File: src/rtl/div_display_mux.sv
// Display stage for the 4-bit divider: holds the last quotient/remainder/error
// and scans them as decimal digits onto a 4-digit common-anode seven-segment display.
module div_display_mux #(
  parameter int unsigned REFRESH_DIV = 50000
) (
  input  logic       clk,
  input  logic       rst,
  input  logic       in_valid,
  input  logic       in_error,
  input  logic [3:0] quot,
  input  logic [3:0] rem,
  output logic [6:0] seg,
  output logic [3:0] an,
  output logic       dp
);

  localparam int unsigned CW = (REFRESH_DIV > 2) ? $clog2(REFRESH_DIV) : 1;
  localparam logic [CW-1:0] TC = CW'(REFRESH_DIV - 1);

  localparam logic [6:0] SEG_E     = 7'b0000110;
  localparam logic [6:0] SEG_R     = 7'b0101111;
  localparam logic [6:0] SEG_BLANK = 7'b1111111;

  typedef enum logic [1:0] {
    MODE_BLANK,
    MODE_RESULT,
    MODE_ERROR
  } mode_t;

  mode_t         mode;
  logic [CW-1:0] cnt;
  logic [1:0]    idx;
  logic [3:0]    q_hold;
  logic [3:0]    r_hold;
  logic          tc;
  logic [6:0]    nxt_seg;
  logic          nxt_dp;

  function automatic logic [6:0] seg_code(input logic [3:0] d);
    case (d)
      4'd0:    return 7'b1000000;
      4'd1:    return 7'b1111001;
      4'd2:    return 7'b0100100;
      4'd3:    return 7'b0110000;
      4'd4:    return 7'b0011001;
      4'd5:    return 7'b0010010;
      4'd6:    return 7'b0000010;
      4'd7:    return 7'b1111000;
      4'd8:    return 7'b0000000;
      4'd9:    return 7'b0010000;
      default: return SEG_BLANK;
    endcase
  endfunction

  // Values are at most 15, so the tens digit is either blank or '1'.
  function automatic logic [6:0] tens_seg(input logic [3:0] v);
    return (v >= 4'd10) ? seg_code(4'd1) : SEG_BLANK;
  endfunction

  function automatic logic [6:0] units_seg(input logic [3:0] v);
    return seg_code((v >= 4'd10) ? v - 4'd10 : v);
  endfunction

  assign tc = (cnt == TC);

  always_comb begin
    nxt_seg = SEG_BLANK;
    nxt_dp  = 1'b1;
    case (mode)
      MODE_RESULT: begin
        case (idx)
          2'd3: nxt_seg = tens_seg(q_hold);
          2'd2: begin
            nxt_seg = units_seg(q_hold);
            nxt_dp  = 1'b0;
          end
          2'd1: nxt_seg = tens_seg(r_hold);
          default: nxt_seg = units_seg(r_hold);
        endcase
      end
      MODE_ERROR: begin
        case (idx)
          2'd3:    nxt_seg = SEG_E;
          2'd2:    nxt_seg = SEG_R;
          2'd1:    nxt_seg = SEG_R;
          default: nxt_seg = SEG_BLANK;
        endcase
      end
      default: begin
        nxt_seg = SEG_BLANK;
        nxt_dp  = 1'b1;
      end
    endcase
  end

  always_ff @(posedge clk) begin
    if (rst) begin
      cnt    <= '0;
      idx    <= '0;
      mode   <= MODE_BLANK;
      q_hold <= '0;
      r_hold <= '0;
      seg    <= '1;
      an     <= 4'b1110;
      dp     <= 1'b1;
    end else begin
      cnt <= tc ? '0 : cnt + 1'b1;
      if (tc)
        idx <= idx + 2'd1;
      if (in_valid) begin
        q_hold <= quot;
        r_hold <= rem;
        mode   <= in_error ? MODE_ERROR : MODE_RESULT;
      end
      seg <= nxt_seg;
      an  <= ~(4'b0001 << idx);
      dp  <= nxt_dp;
    end
  end

endmodule

File: config.mk
export PLATFORM = sky130hd
export DESIGN_NAME = div_display_mux
export DESIGN_NICKNAME = d
export VERILOG_FILES = /design/src/rtl/div_display_mux.sv
export SDC_FILE = /design/constraint.sdc
export NUM_CORES = 1
export LEC_CHECK = 0
export CORE_AREA = 2 2 66 114
export CTS_CLUSTER_DIAMETER = 30
export DETAILED_ROUTE_END_ITERATION = 8
export DIE_AREA = 0 0 68 116
export GPL_TIMING_DRIVEN = 0
export HOLD_SLACK_MARGIN = 0.02
export SLEW_MARGIN = 15
export SYNTH_ARGS = -nofsm -noshare
export SYNTH_HDL_FRONTEND = slang
export SYNTH_SLANG_ARGS = --single-unit
File: constraint.sdc
create_clock -name clk -period 1.9 [get_ports clk]
set_input_delay 0.38 -clock clk [delete_from_list [all_inputs] [get_ports clk]]
set_output_delay 0.38 -clock clk [all_outputs]
set_load 0.01 [all_outputs]
Yosys cells after proc, flatten, opt, wreduce, memory -nomap -nowiden. Memories as Yosys holds them, arrays and structs flattened. Index checks and enable logic that the tools add are counted.

Register bits: 40. Bits in read-only memories: 224. Bits of input ports: 12. Output and inout port bits: 12. Logic and storage cells: 37. Memories kept: 2.

Add/sub/neg operators: 4. $lt $le $gt $ge: 2. Equality and inequality tests: 6. Shift-type cells: 1. Mux-type cells: 9. Bitwise operators: 2. Reduce and logical (&&, ||, !) cells: 3.

Memory list: (no name shown) (words 16, width 7, rd ports 1, clocked after Yosys merged registers in 0, wr ports 0, line 40) `case (d)`; (no name shown) (words 16, width 7, rd ports 1, clocked after Yosys merged registers in 0, wr ports 0, line 40).

Operator list (count): one-hot mux 7 bit (2 select lines) (2); one-hot mux 7 bit (3 select lines) (1); adder 16 x 1 -> 16 bit (second input constant) (1); == test 16 bit (second input constant) (1); >= comparator 4 bit (second input constant) (2); 2-to-1 mux 4 bit (2); subtractor 4 bit (second input constant) (2); == test 2 bit (second input constant) (3); 2-to-1 mux 3 bit (2); OR reduction 2 bit (3); == test 2 x 1 -> 1 bit (second input constant) (2); inverter 4 bit (1); << shifter 1 x 2 -> 4 bit (first input constant) (1); adder 2 x 1 -> 2 bit (second input constant) (1); 2-to-1 mux 2 bit (1); 2-to-1 mux 1 bit (1); inverter 1 bit (1).

Logic depth before layout (Yosys ltp). An unclocked memory read counts as a cell.

Word-level depth: 5. Mapped depth: 11. Depth with buffers taken out: 10.

Worst setup path before layout. No wires, ideal clock.

Kind: reg2reg. Start: register q_hold[1]. End: register seg[5]. Setup time: 60 ps. Arrival: 1867 ps. Required time: 1840 ps. Setup slack: -28 ps. Stages on the path, launching flop included: 10. Path buffers: 2. Path through: dfxtp_1 > buf_2 > inv_1 > ha_1 > clkbuf_1 > nand4_1 > o311a_1 > o221ai_1 > a221oi_1 > nand2b_1.

Word-level cells in the longest chain between the ends: 5. Elaborated cells on any way between the ends: 6. Classes of those cells: add/sub: 1; order compare: 1; mux: 3; memory: 1.

RTL lines: start: declaration (line 33) `logic [3:0] q_hold;`; start signal: assignment (line 111) `q_hold <= quot;`; subtractor 4 bit or >= comparator 4 bit (tied branches) (line 61) `return seg_code((v >= 4'd10) ? v - 4'd10 : v);`; 2-to-1 mux 4 bit (*) (line 61); memory read (16 x 7 bit) (*); one-hot mux 7 bit (3 select lines) (*) (line 71) `case (idx)`; one-hot mux 7 bit (2 select lines) (*) (line 69) `case (mode)`; end signal: assignment (line 115) `seg <= nxt_seg;`; end: declaration (line 12) `output logic [6:0] seg,`.

Every way passes the cells marked *; elsewhere a longest branch is shown, timed or not. A chain may end at the register's enable or synchronous reset.

Final worst setup path.
Start: register r_hold[3]. End: register seg[5].

Word-level cells in the longest chain between the ends: 5. Elaborated cells on any way between the ends: 6. Classes of those cells: add/sub: 1; order compare: 1; mux: 3; memory: 1.

RTL lines: start: declaration (line 34) `logic [3:0] r_hold;`; start signal: assignment (line 112) `r_hold <= rem;`; subtractor 4 bit or >= comparator 4 bit (tied branches) (line 61); 2-to-1 mux 4 bit (*) (line 61); memory read (16 x 7 bit) (*); one-hot mux 7 bit (3 select lines) (*) (line 71); one-hot mux 7 bit (2 select lines) (*) (line 69).

Marked as above.

==> metrics.yaml <==
worst_pin_slew_ps: 780
clk_latency_ps: 280
avgSynthCellArea_sq_um: 8.35
h-tree-depth: 2
n_antenna_cell: 0
routed_wl_mm: 5.75
fin_worst_skew_ps: 3.89
num-fill-cells: 685
final_util: 0.459
intPower_mw: 1.70
portBuffers: 23
layout_min_cycle_time_ps: 1850
gp_congestion: 0.841
drv_cap: 0
peakVddDrop_mv: 0.463
drtIter0Drc: 64
p_switching_uw: 572
hpwl_mm: 4.04
yosysTopAreaCell: "dfxtp_1"
drt-pass1-iter-count: 4
rows: 40
synth_top_area_share: 0.338
required_ps: 2130
cts_tree: "built"
synthCells: 284
regArea_sq_um: 812
chipWidth_um: 68
clock-sinks: 40
critical_path_class: "reg2reg"
antenna_found_initial: 0
cts_buffers: 5
cp_max_fo: 10
hold_viol: 0
layout.nets: 359
powerDensity_nw_per_um2: 716
grt_max_degree: 15
seq_power_share: 0.392
timing.final.ws_setup_ps: 52.1
layout_commonest_cell: "dfxtp_1"
drtAntennaViolNets: 0
grt_overflow: 0
min_path_type: "reg2reg"
ioPinCount: 24
startpoint_type: "flop"
grt_pass1_vias: 2024
die_h_um: 116
drive_gt1_frac: 0.223
synth-edff-count: 0
synth_area_leaders: "dfxtp_1, ha_1, nor2_1"
grt_first_pass_wirelength_mm: 9.15
die_area_sq_um: 7890
maxSlewViolCount: 0
multi_input_area_sq_um: 1530
worstPathArrival_ps: 2080
clock.fmax_ghz: 0.541
fin_crit_sh: 0.973
end_kind: "flop"
setup_viol: 0
yosysUniqueCellTypes: 50
routedWlPerCell_um: 13.9
swShare: 0.252
leakage_nw: 1.25
clockRootBuffer: "clkbuf_16"
drc_errors: 0
pre_cts_slack_ps: -375
fin_setup_tns_ps: 0
clockBufferDepth: 2
area_delta_synth_final_pct: 33.5
start_util: 0.343
yosys_most_used_dff: "dfxtp_1"
mostFrequentLayoutCells: "dfxtp_1, nor2_1, clkdlybuf4s50_1"
comb_power_share: 0.180
synth_nets: 316
clk_pin_slew_worst_paths_ps: 60
yosysWarnings: 0
netlist_area_sq_um: 2370
max_slew_margin: 0.480
cts_hold_buf: 0
num_vias: 2118
status: "finished, final reports clean"
p_clk_frac: 0.428
ys_seq_elements: 40
grtUsageTotal: 0.153
async_flop_share: 0
vias_per_cell: 5.14
ys_seq_area_frac: 0.338
core_region_area_sq_um: 6910
==> worst paths after layout <==
path / startpoint / endpoint / slack, ps / depth (start not counted)
hold / removal: cnt[0]$_SDFF_PP0_ / cnt[0]$_SDFF_PP0_ / 480 / 1
setup / recovery: r_hold[3]$_SDFFE_PP0P_ / seg[5]$_SDFF_PP1_ / 50 / 10
setup reg to reg: r_hold[3]$_SDFFE_PP0P_ / seg[5]$_SDFF_PP1_ / 50 / 10
hold reg to reg: cnt[0]$_SDFF_PP0_ / cnt[0]$_SDFF_PP0_ / 480 / 1
==> critical path: stages (launching register included) <==
cell and delay (ps):
dfxtp_4 360, buf_8 140, nor2_2 100, a21o_1 140, inv_2 70, ha_4 170, mux2_2 270, nand3_2 80
o221ai_2 100, a221oi_2 250, nand2b_1 120
==> power by group through the flow <==
stage	Clock (mW)	Combinational [mW]	Sequential [mW]
after floorplan	0	0.210	0.910
after global placement	0	0.313	0.908
after detailed placement	0	0.316	0.909
after CTS	1.00	0.352	0.890
after global routing	1.03	0.446	0.892
final	0.971	0.408	0.889
==> state kept, by name, indices dropped and copies added (netlist names) <==
signal,flops
idx,2
an,4
dp,1
cnt,16
seg,7
q_hold,4
r_hold,4
mode,2
==> what timing repair did <==
| action | 4_1_cts | 5_1_grt |
|---|---|---|
| pin swaps | 4 | 8 |
| cloned | 0 | 0 |
| buffers inserted | 8 | 9 |
| endpoints found under the setup margin | 7 | 5 |
| gates resized for setup | 21 | 31 |
==> stage by stage <==
step | hold slack [ps] | power, mW | instances | cell area [sq um]
6_report | 481 | 2.27 | 412 | 3170
3_5_place_dp | 471 | 1.22 | 391 | 2710
5_1_grt | 506 | 2.37 | 412 | 3170
4_1_cts | 487 | 2.24 | 404 | 3010
2_1_floorplan | 446 | 1.12 | 284 | 2370
3_3_place_gp | 469 | 1.22 | 391 | 2710
==> synthesized netlist by cell type, drive strengths merged (3+ instances only) <==
cell,number
o221ai,4
clkbuf,6
inv,19
ha,20
nand2b,6
nand4,4
xnor2,7
nand2,21
nand3,11
mux2i,11
nor3,5
a21o,6
nor2,40
o21ai,13
xor2,9
a211oi,3
dfxtp,40
buf,11
a21oi,15
o31ai,4
==> cell families (layout without fill, tap and decap cells) <==
| group | Yosys count | in the layout | share of synthesized area |
|---|---|---|---|
| and+or+nand+nor | 99 | 99 | 0.206 |
| AOI/OAI and AO/OA | 60 | 60 | 0.167 |
| DFF | 40 | 40 | 0.338 |
| buffers and inverters | 36 | 80 | 0.0691 |
| adders and majority gates | 20 | 20 | 0.105 |
| xor gates and xnor gates | 16 | 16 | 0.0591 |
| muxes | 13 | 13 | 0.0559 |
==> metal layers <==
metal | track usage | vias to the layer above | share of wire
li1 | - | 1062 | -
met1 | 0.155 | 1002 | 0.39
met2 | 0.278 | 40 | 0.54
met3 | 0.0379 | 14 | 0.034
met4 | 0.0787 | 0 | 0.036
met5 | 0 | - | 0
==> layout make-up <==
type	instances	area share
inverter	19	0.0237
tap	84	0.0332
sequential	40	0.256
buffer	13	0.0344
timing repair buffer	40	0.114
clock inverter	3	0.0150
multi-input combinational	208	0.484
clock buffer	5	0.0395
Power figures use the tool's default switching activity.
